<file path="src/rtl/sar_search_ctrl_pkg.sv">
// rtl/sar_search_ctrl_pkg.sv - shared types and constants for the SAR search controller
// Purpose: FSM state encoding, default search width and derived bit-index width.
// Ports: none (package).
// Optional feature macro used elsewhere in this slice: SAR_INT_CMP_EN.
package sar_search_pkg;

  localparam int unsigned SAR_DATA_WIDTH = 13;
  localparam int unsigned SAR_IDX_W      = $clog2(SAR_DATA_WIDTH);

  typedef enum logic [1:0] {
    IDLE = 2'd0,
    TEST = 2'd1,
    DONE = 2'd2
  } sar_state_e;

endpackage

</file>
<file path="src/rtl/sar_search_ctrl_if.sv">
// rtl/sar_search_ctrl_if.sv - request/answer interface of the SAR search controller
// Purpose: bundles start, comparison answer, trial value and result signals.
// Signals: start_i (start request), lt_i (target < cand_o answer) or, with
//   SAR_INT_CMP_EN defined, ref_i (value searched for by the internal comparator),
//   cand_o (trial value), busy_o, done_o (one-cycle), result_o (resolved value).
// Modports: master = the controller, slave = the requesting/comparing side.
interface sar_search_ctrl_if
  import sar_search_pkg::*;
#(
  parameter int unsigned DATA_WIDTH = SAR_DATA_WIDTH
);

  logic                  start_i;
`ifdef SAR_INT_CMP_EN
  logic [DATA_WIDTH-1:0] ref_i;
`else
  logic                  lt_i;
`endif
  logic [DATA_WIDTH-1:0] cand_o;
  logic                  busy_o;
  logic                  done_o;
  logic [DATA_WIDTH-1:0] result_o;

`ifdef SAR_INT_CMP_EN
  modport master (input start_i, input ref_i, output cand_o, output busy_o,
                  output done_o, output result_o);
  modport slave  (output start_i, output ref_i, input cand_o, input busy_o,
                  input done_o, input result_o);
`else
  modport master (input start_i, input lt_i, output cand_o, output busy_o,
                  output done_o, output result_o);
  modport slave  (output start_i, output lt_i, input cand_o, input busy_o,
                  input done_o, input result_o);
`endif

endinterface

</file>
<file path="src/rtl/sar_search_ctrl_cmp.sv">
// rtl/sar_search_ctrl_cmp.sv - unsigned less-than comparator used by the internal-compare build
// Purpose: lt_o = (A_i < B_i), unsigned, purely combinational.
// Ports: A_i [WIDTH-1:0], B_i [WIDTH-1:0], lt_o.
// Only present when SAR_INT_CMP_EN is defined.
`ifdef SAR_INT_CMP_EN
module comparatorLessThan #(
  parameter int unsigned WIDTH = 13
) (
  input  logic [WIDTH-1:0] A_i,
  input  logic [WIDTH-1:0] B_i,
  output logic             lt_o
);

  assign lt_o = (A_i < B_i);

endmodule
`endif

</file>
<file path="src/rtl/sar_search_ctrl.sv">
// rtl/sar_search_ctrl.sv - successive-approximation (bisection) search controller
// Purpose: resolves, MSB first, the largest X whose "target < X" answer is 0,
//   trying one bit per cycle over DATA_WIDTH cycles.
// Ports: clk_i, rst_n_i (async active-low), bus (sar_search_ctrl_if.master):
//   start_i, lt_i / ref_i, cand_o, busy_o, done_o, result_o.
// Macro SAR_INT_CMP_EN: replaces lt_i with ref_i and an internal comparatorLessThan.
module sar_search_ctrl
  import sar_search_pkg::*;
#(
  parameter int unsigned DATA_WIDTH = SAR_DATA_WIDTH
) (
  input  logic                clk_i,
  input  logic                rst_n_i,
  sar_search_ctrl_if.master   bus
);

  localparam int unsigned IDX_W = (DATA_WIDTH > 1) ? $clog2(DATA_WIDTH) : 1;

  typedef logic [DATA_WIDTH-1:0] word_t;
  typedef logic [IDX_W-1:0]      idx_t;

  localparam idx_t  IDX_MSB = idx_t'(DATA_WIDTH - 1);
  localparam word_t ONE     = word_t'(1);

  sar_state_e state_q, state_d;
  idx_t       idx_q,    idx_d;
  word_t      cand_q,   cand_d;
  word_t      result_q, result_d;
  word_t      acc_upd;
  logic       lt;

`ifdef SAR_INT_CMP_EN
  comparatorLessThan #(
    .WIDTH (DATA_WIDTH)
  ) u_cmp (
    .A_i  (bus.ref_i),
    .B_i  (cand_q),
    .lt_o (lt)
  );
`else
  assign lt = bus.lt_i;
`endif

  // cand_q doubles as the accumulator: bits above idx are decided, bit idx
  // is the trial bit, bits below are zero.
  always_comb begin
    state_d  = state_q;
    idx_d    = idx_q;
    cand_d   = cand_q;
    result_d = result_q;
    acc_upd  = cand_q;
    case (state_q)
      IDLE: begin
        if (bus.start_i) begin
          state_d = TEST;
          idx_d   = IDX_MSB;
          cand_d  = ONE << IDX_MSB;
        end
      end
      TEST: begin
        // lt is looked at only here so an undriven answer elsewhere is harmless
        if (lt) begin
          acc_upd = cand_q & ~(ONE << idx_q);
        end
        if (idx_q != '0) begin
          idx_d  = idx_q - idx_t'(1);
          cand_d = acc_upd | (ONE << (idx_q - idx_t'(1)));
        end else begin
          result_d = acc_upd;
          state_d  = DONE;
        end
      end
      DONE: begin
        state_d = IDLE;
      end
      default: begin
        state_d = IDLE;
      end
    endcase
  end

  always_ff @(posedge clk_i or negedge rst_n_i) begin
    if (!rst_n_i) begin
      state_q  <= IDLE;
      idx_q    <= IDX_MSB;
      cand_q   <= '0;
      result_q <= '0;
    end else begin
      state_q  <= state_d;
      idx_q    <= idx_d;
      cand_q   <= cand_d;
      result_q <= result_d;
    end
  end

  assign bus.cand_o   = cand_q;
  assign bus.result_o = result_q;
  assign bus.busy_o   = (state_q != IDLE);
  assign bus.done_o   = (state_q == DONE);

endmodule
</file>
<file path="src/flat_wrapper.sv">
// flat-port wrapper written by rule: the top's interface ports become plain ports
module sar_search_ctrl_flat import sar_search_pkg::*;
#(
  parameter int unsigned DATA_WIDTH = SAR_DATA_WIDTH
)
  (clk_i, rst_n_i, bus_start_i, bus_lt_i, bus_cand_o, bus_busy_o, bus_done_o, bus_result_o);
  sar_search_ctrl_if #(.DATA_WIDTH(DATA_WIDTH)) bus_i ();
  input  logic clk_i;
  input  logic rst_n_i;
  input wire logic [$bits(bus_i.start_i)-1:0] bus_start_i;
  input wire logic [$bits(bus_i.lt_i)-1:0] bus_lt_i;
  output wire logic [$bits(bus_i.cand_o)-1:0] bus_cand_o;
  output wire logic [$bits(bus_i.busy_o)-1:0] bus_busy_o;
  output wire logic [$bits(bus_i.done_o)-1:0] bus_done_o;
  output wire logic [$bits(bus_i.result_o)-1:0] bus_result_o;
  assign bus_i.start_i = bus_start_i;
  assign bus_i.lt_i = bus_lt_i;
  assign bus_cand_o = bus_i.cand_o;
  assign bus_busy_o = bus_i.busy_o;
  assign bus_done_o = bus_i.done_o;
  assign bus_result_o = bus_i.result_o;
  sar_search_ctrl #(.DATA_WIDTH(DATA_WIDTH)) u_core (.clk_i(clk_i), .rst_n_i(rst_n_i), .bus(bus_i));
endmodule
</file>
<file path="config.mk">
export PLATFORM = sky130hd
export DESIGN_NAME = sar_search_ctrl_flat
export DESIGN_NICKNAME = d
export VERILOG_FILES = /design/src/rtl/sar_search_ctrl_pkg.sv /design/src/rtl/sar_search_ctrl_if.sv /design/src/rtl/sar_search_ctrl_cmp.sv /design/src/rtl/sar_search_ctrl.sv /design/src/flat_wrapper.sv
export SDC_FILE = /design/constraint.sdc
export NUM_CORES = 1
export LEC_CHECK = 0
export BUFFER_PORTS_ARGS = -buffer_cell sky130_fd_sc_hd__buf_2
export CORE_MARGIN = 8
export CORE_UTILIZATION = 58
export DETAILED_ROUTE_END_ITERATION = 8
export PLACE_DENSITY = 0.8
export SYNTH_ARGS = -nofsm -noshare
export SYNTH_HDL_FRONTEND = slang
export SYNTH_HIERARCHICAL = 1
export SYNTH_SLANG_ARGS = --single-unit
</file>
<file path="constraint.sdc">
create_clock -name clk_i -period 3.4 [get_ports clk_i]
set_input_delay 0.17 -clock clk_i [delete_from_list [all_inputs] [get_ports clk_i]]
set_output_delay 0.17 -clock clk_i [all_outputs]
set_load 0.02 [all_outputs]
</file>
==> run_results.csv <==
group,metric,value,unit
run_status,status,"finished clean",
run,maxCapViolCount,0,
sta,report.final.setup_viol,0,
layout,areaGrowthSynthToFinish,12.7,%
logic_synthesis,yosysWarnings,6,
critical_path,timing.critical_path.max_delay_family,"compound AO/OA/AOI/OAI gates",
clocking,clock_pin_transition_on_the_worst_setup_and_hold_timing_paths,0.10,ns
global_routing,via_count_of_the_first_global_routing_pass,1376,
floorplan,num_io_pins,32,
clocking,cts_root_buf,"sky130_fd_sc_hd__clkbuf_4",
routing,detail-route-antenna-nets,0,
layout,post_route_cells_drive_above_1_share,0.257,
sta,setup_tns,0,ns
critical_path,crit_end,"u_core/bus.cand_o[8]",
routing,via_count,1422,
clocking,cts_tree,"built",
layout,number_of_diodes_added_for_antenna_fixing,0,
power_and_ir_drop,power.ir.vdd_worst,0.000731,V
clocking,clock_tree.buffer_depth,2,
clocking,worst_skew_pair.late_latency,0.33,ns
power_and_ir_drop,total_power,2.01,mW
sta,unrepaired_setup_endpoints_after_global_routing,"no",
sta,fmax,395,MHz
sta,min_period,2.53,ns
logic_synthesis,synthesis.instances,172,
logic_synthesis,synth.net_count,181,
logic_synthesis,asyncSetResetFlopFracSynth,1.00,
layout,num-fill-cells,230,
logic_synthesis,synth.distinct_cells,39,
logic_synthesis,synthFlopType,"sky130_fd_sc_hd__dfrtp_1",
critical_path,origin_of_the_worst_setup_path,"u_core/idx_q[0]",
sta,slew-limit-headroom,0.368,
critical_path,critPathMaxStageDelay,0.82,ns
power_and_ir_drop,power_per_cell_area,1090,mW/mm²
routing,drt-total-wl,3930,µm
critical_path,worst_path_cell_with_the_longest_stage_delay,"sky130_fd_sc_hd__a211oi_2",
critical_path,ff2ff_path_depth,6,
sta,timing_hold_violations_final,0,
layout,sequential_cell_area,803,µm²
sta,slew_viol_final,0,
global_routing,grt_use_total,0.170,
floorplan,die_width,69.2,µm
global_routing,grt_max_degree,33,
critical_path,arrival,2.75,ns
logic_synthesis,synth_area_per_cell,9.54,µm²
power_and_ir_drop,leakage,0.886,nW
layout,final_nets,211,
clocking,clkSinkCount,32,
place,gp_congestion,0.858,
critical_path,reg2reg_slack,0.87,ns
clocking,cts.htree.levels,2,
critical_path,r2r_end,"u_core/bus.cand_o[8]",
routing,vias_per_cell,6.10,
floorplan,die_height,69.2,µm
floorplan,core-area,0.00273,mm²
critical_path,timing.critical_path.to_type,"flop",
critical_path,max_fo_critical_path,17,
routing,initialDrtViolationCount,105,
floorplan,fp-row-count,19,
logic_synthesis,syn_area,0.00164,mm²
layout,multiInputGateArea,753,µm²
logic_synthesis,register_bit_count_reported_by_yosys,32,
critical_path,crit_path_cell_trace,"inv_1 -> ha_1 -> nor3b_1 -> a211oi_2 -> o21ai_0 -> a22o_1",
clocking,holdBufCountCts,1,
logic_synthesis,synth.yosys.seq_area_share,0.490,
routing,post_drt_wl_per_cell,16.8,µm
global_routing,grt_pass1_wl,6760,µm
global_routing,gr-total-overflow,0,
floorplan,fp.dieArea,0.00479,mm²
critical_path,worstSetupPathDepth,6,
critical_path,buf_inv_on_cp,1,
routing,drt_drc_violations_left,0,
clocking,number_of_buffers_created_by_cts,5,
global_routing,initial_antenna_violation_count,0,
critical_path,timing.critical_path.from_type,"flop",
min_path,min_path_type,"in -> reg",
logic_synthesis,post_synth_edffs,0,
routing,drt-pass1-iter-count,4,
clocking,cts_setup_buffers,0,
place,dp_hpwl,2750,µm
sta,worst_slew_pin_slew,0.946,ns
sta,fin_crit_sh,0.745,
critical_path,critPathKind,"reg -> reg",
critical_path,timing.rr.start,"u_core/idx_q[0]",
critical_path,cp_data_required_time,3.62,ns
floorplan,floorplan.initialDensity,0.600,
place,io_buffers,31,
clocking,post_cts.resized_instances,0,
sta,timing.clock.skew,0.00962,ns
==> state kept, by name (all words and copies together) (netlist names) <==
name	flops
u_core/bus.result_o	13
u_core/bus.cand_o	13
u_core/state_q	2
u_core/idx_q	4
==> cells by family after synthesis <==
kind of cell             count (synthesis)  share of synthesized area
AO/OA/AOI/OAI                           63                      0.246
adder cells (fa/ha/maj)                  5                     0.0381
flip-flops                              32                      0.490
buffers and inverters                   15                     0.0511
multiplexers                             1                    0.00610
AND/OR/NAND/NOR                         56                      0.169
==> synthesized netlist by cell type (all sizes together) (4+ instances only) <==
| cell type | n | area, µm² |
|---|---|---|
| nand3 | 4 | 20.0 |
| clkbuf | 4 | 15.0 |
| ha | 5 | 62.6 |
| inv | 6 | 22.5 |
| a22o | 12 | 110 |
| o21ai | 40 | 208 |
| buf | 5 | 46.3 |
| dfrtp | 30 | 751 |
| nor2 | 15 | 56.3 |
| nand2 | 22 | 90.1 |
==> power breakdown <==
part / leakage, nW / switching, mW / internal (mW) / total, mW
clock: 0.0374 / 0.120 / 0.117 / 0.237
sequential: 0.392 / 0.149 / 0.563 / 0.712
combinational: 0.457 / 0.675 / 0.390 / 1.06
total: 0.886 / 0.943 / 1.07 / 2.01
==> cells in the final DEF, fill, tap and decap left out, drive strengths merged <==
cell and instances:
o21ai 40, buf 31, dfrtp 30, nand2 22, nor2 15, a22o 12, clkbuf 7, inv 6
ha 5, nand3 4, nor2b 2, a21oi 2, nand2b 2, or2 2, o22ai 2, dfstp 2
a211oi 2, dlygate4sd3 1, and2b 1, o21a 1, nor3 1, or3b 1, nor3b 1, or4b 1
o311ai 1, nor4 1, and3b 1, a2111oi 1, nand4 1, o2111a 1, nor4b 1, a21boi 1
mux2i 1
==> how the worst min path moves through the flow <==
stage / startpoint / slack (ns) / endpoint / cells after the start
2_1_floorplan: rst_n_i / -0.13 / u_core/bus.cand_o[0] / 0
3_3_place_gp: rst_n_i / 0.24 / u_core/bus.result_o[0] / 1
3_5_place_dp: rst_n_i / 0.26 / u_core/bus.result_o[0] / 1
4_1_cts: bus_start_i / 0.12 / u_core/bus.cand_o[0] / 3
5_1_grt: bus_start_i / 0.11 / u_core/bus.cand_o[0] / 3
6_report: bus_start_i / 0.14 / u_core/bus.cand_o[0] / 3
==> through the flow <==
step	cells	cell area, µm²	worst slack [ns]	utilization	hold WS, ns
finish	233	1850	0.868	0.676	0.137
CTS	233	1850	0.883	0.676	0.118
global placement	225	1770	1.08	0.649	0.243
floorplan	172	1640	1.48	-	-0.126
detailed placement	225	1770	0.900	0.649	0.256
global route	233	1850	0.667	0.676	0.112
==> metal layers <==
layer  share of wire  vias up  routed length (µm)  track usage
li1                -      671                   -            -
met1            0.39      678                1540        0.194
met2            0.51       69                2010        0.282
met3           0.085        4                 335       0.0601
met4          0.0099        0                  39       0.0706
met5               0        -                   0            0
==> worst min-delay path, delay by kind of cell <==
kind	cells	cell delay, ns
AO/OA/AOI/OAI	1	0.11
buffers and inverters	1	0.10
AND/OR/NAND/NOR	1	0.05
==> cell type report <==
class,instances,area share
tap,31,0.0210
timing repair buffer,32,0.0894
inverter,6,0.0122
multi-input combinational,125,0.408
sequential,32,0.435
clock buffer,7,0.0352
Note: power is estimated with default switching activity, not from simulation.
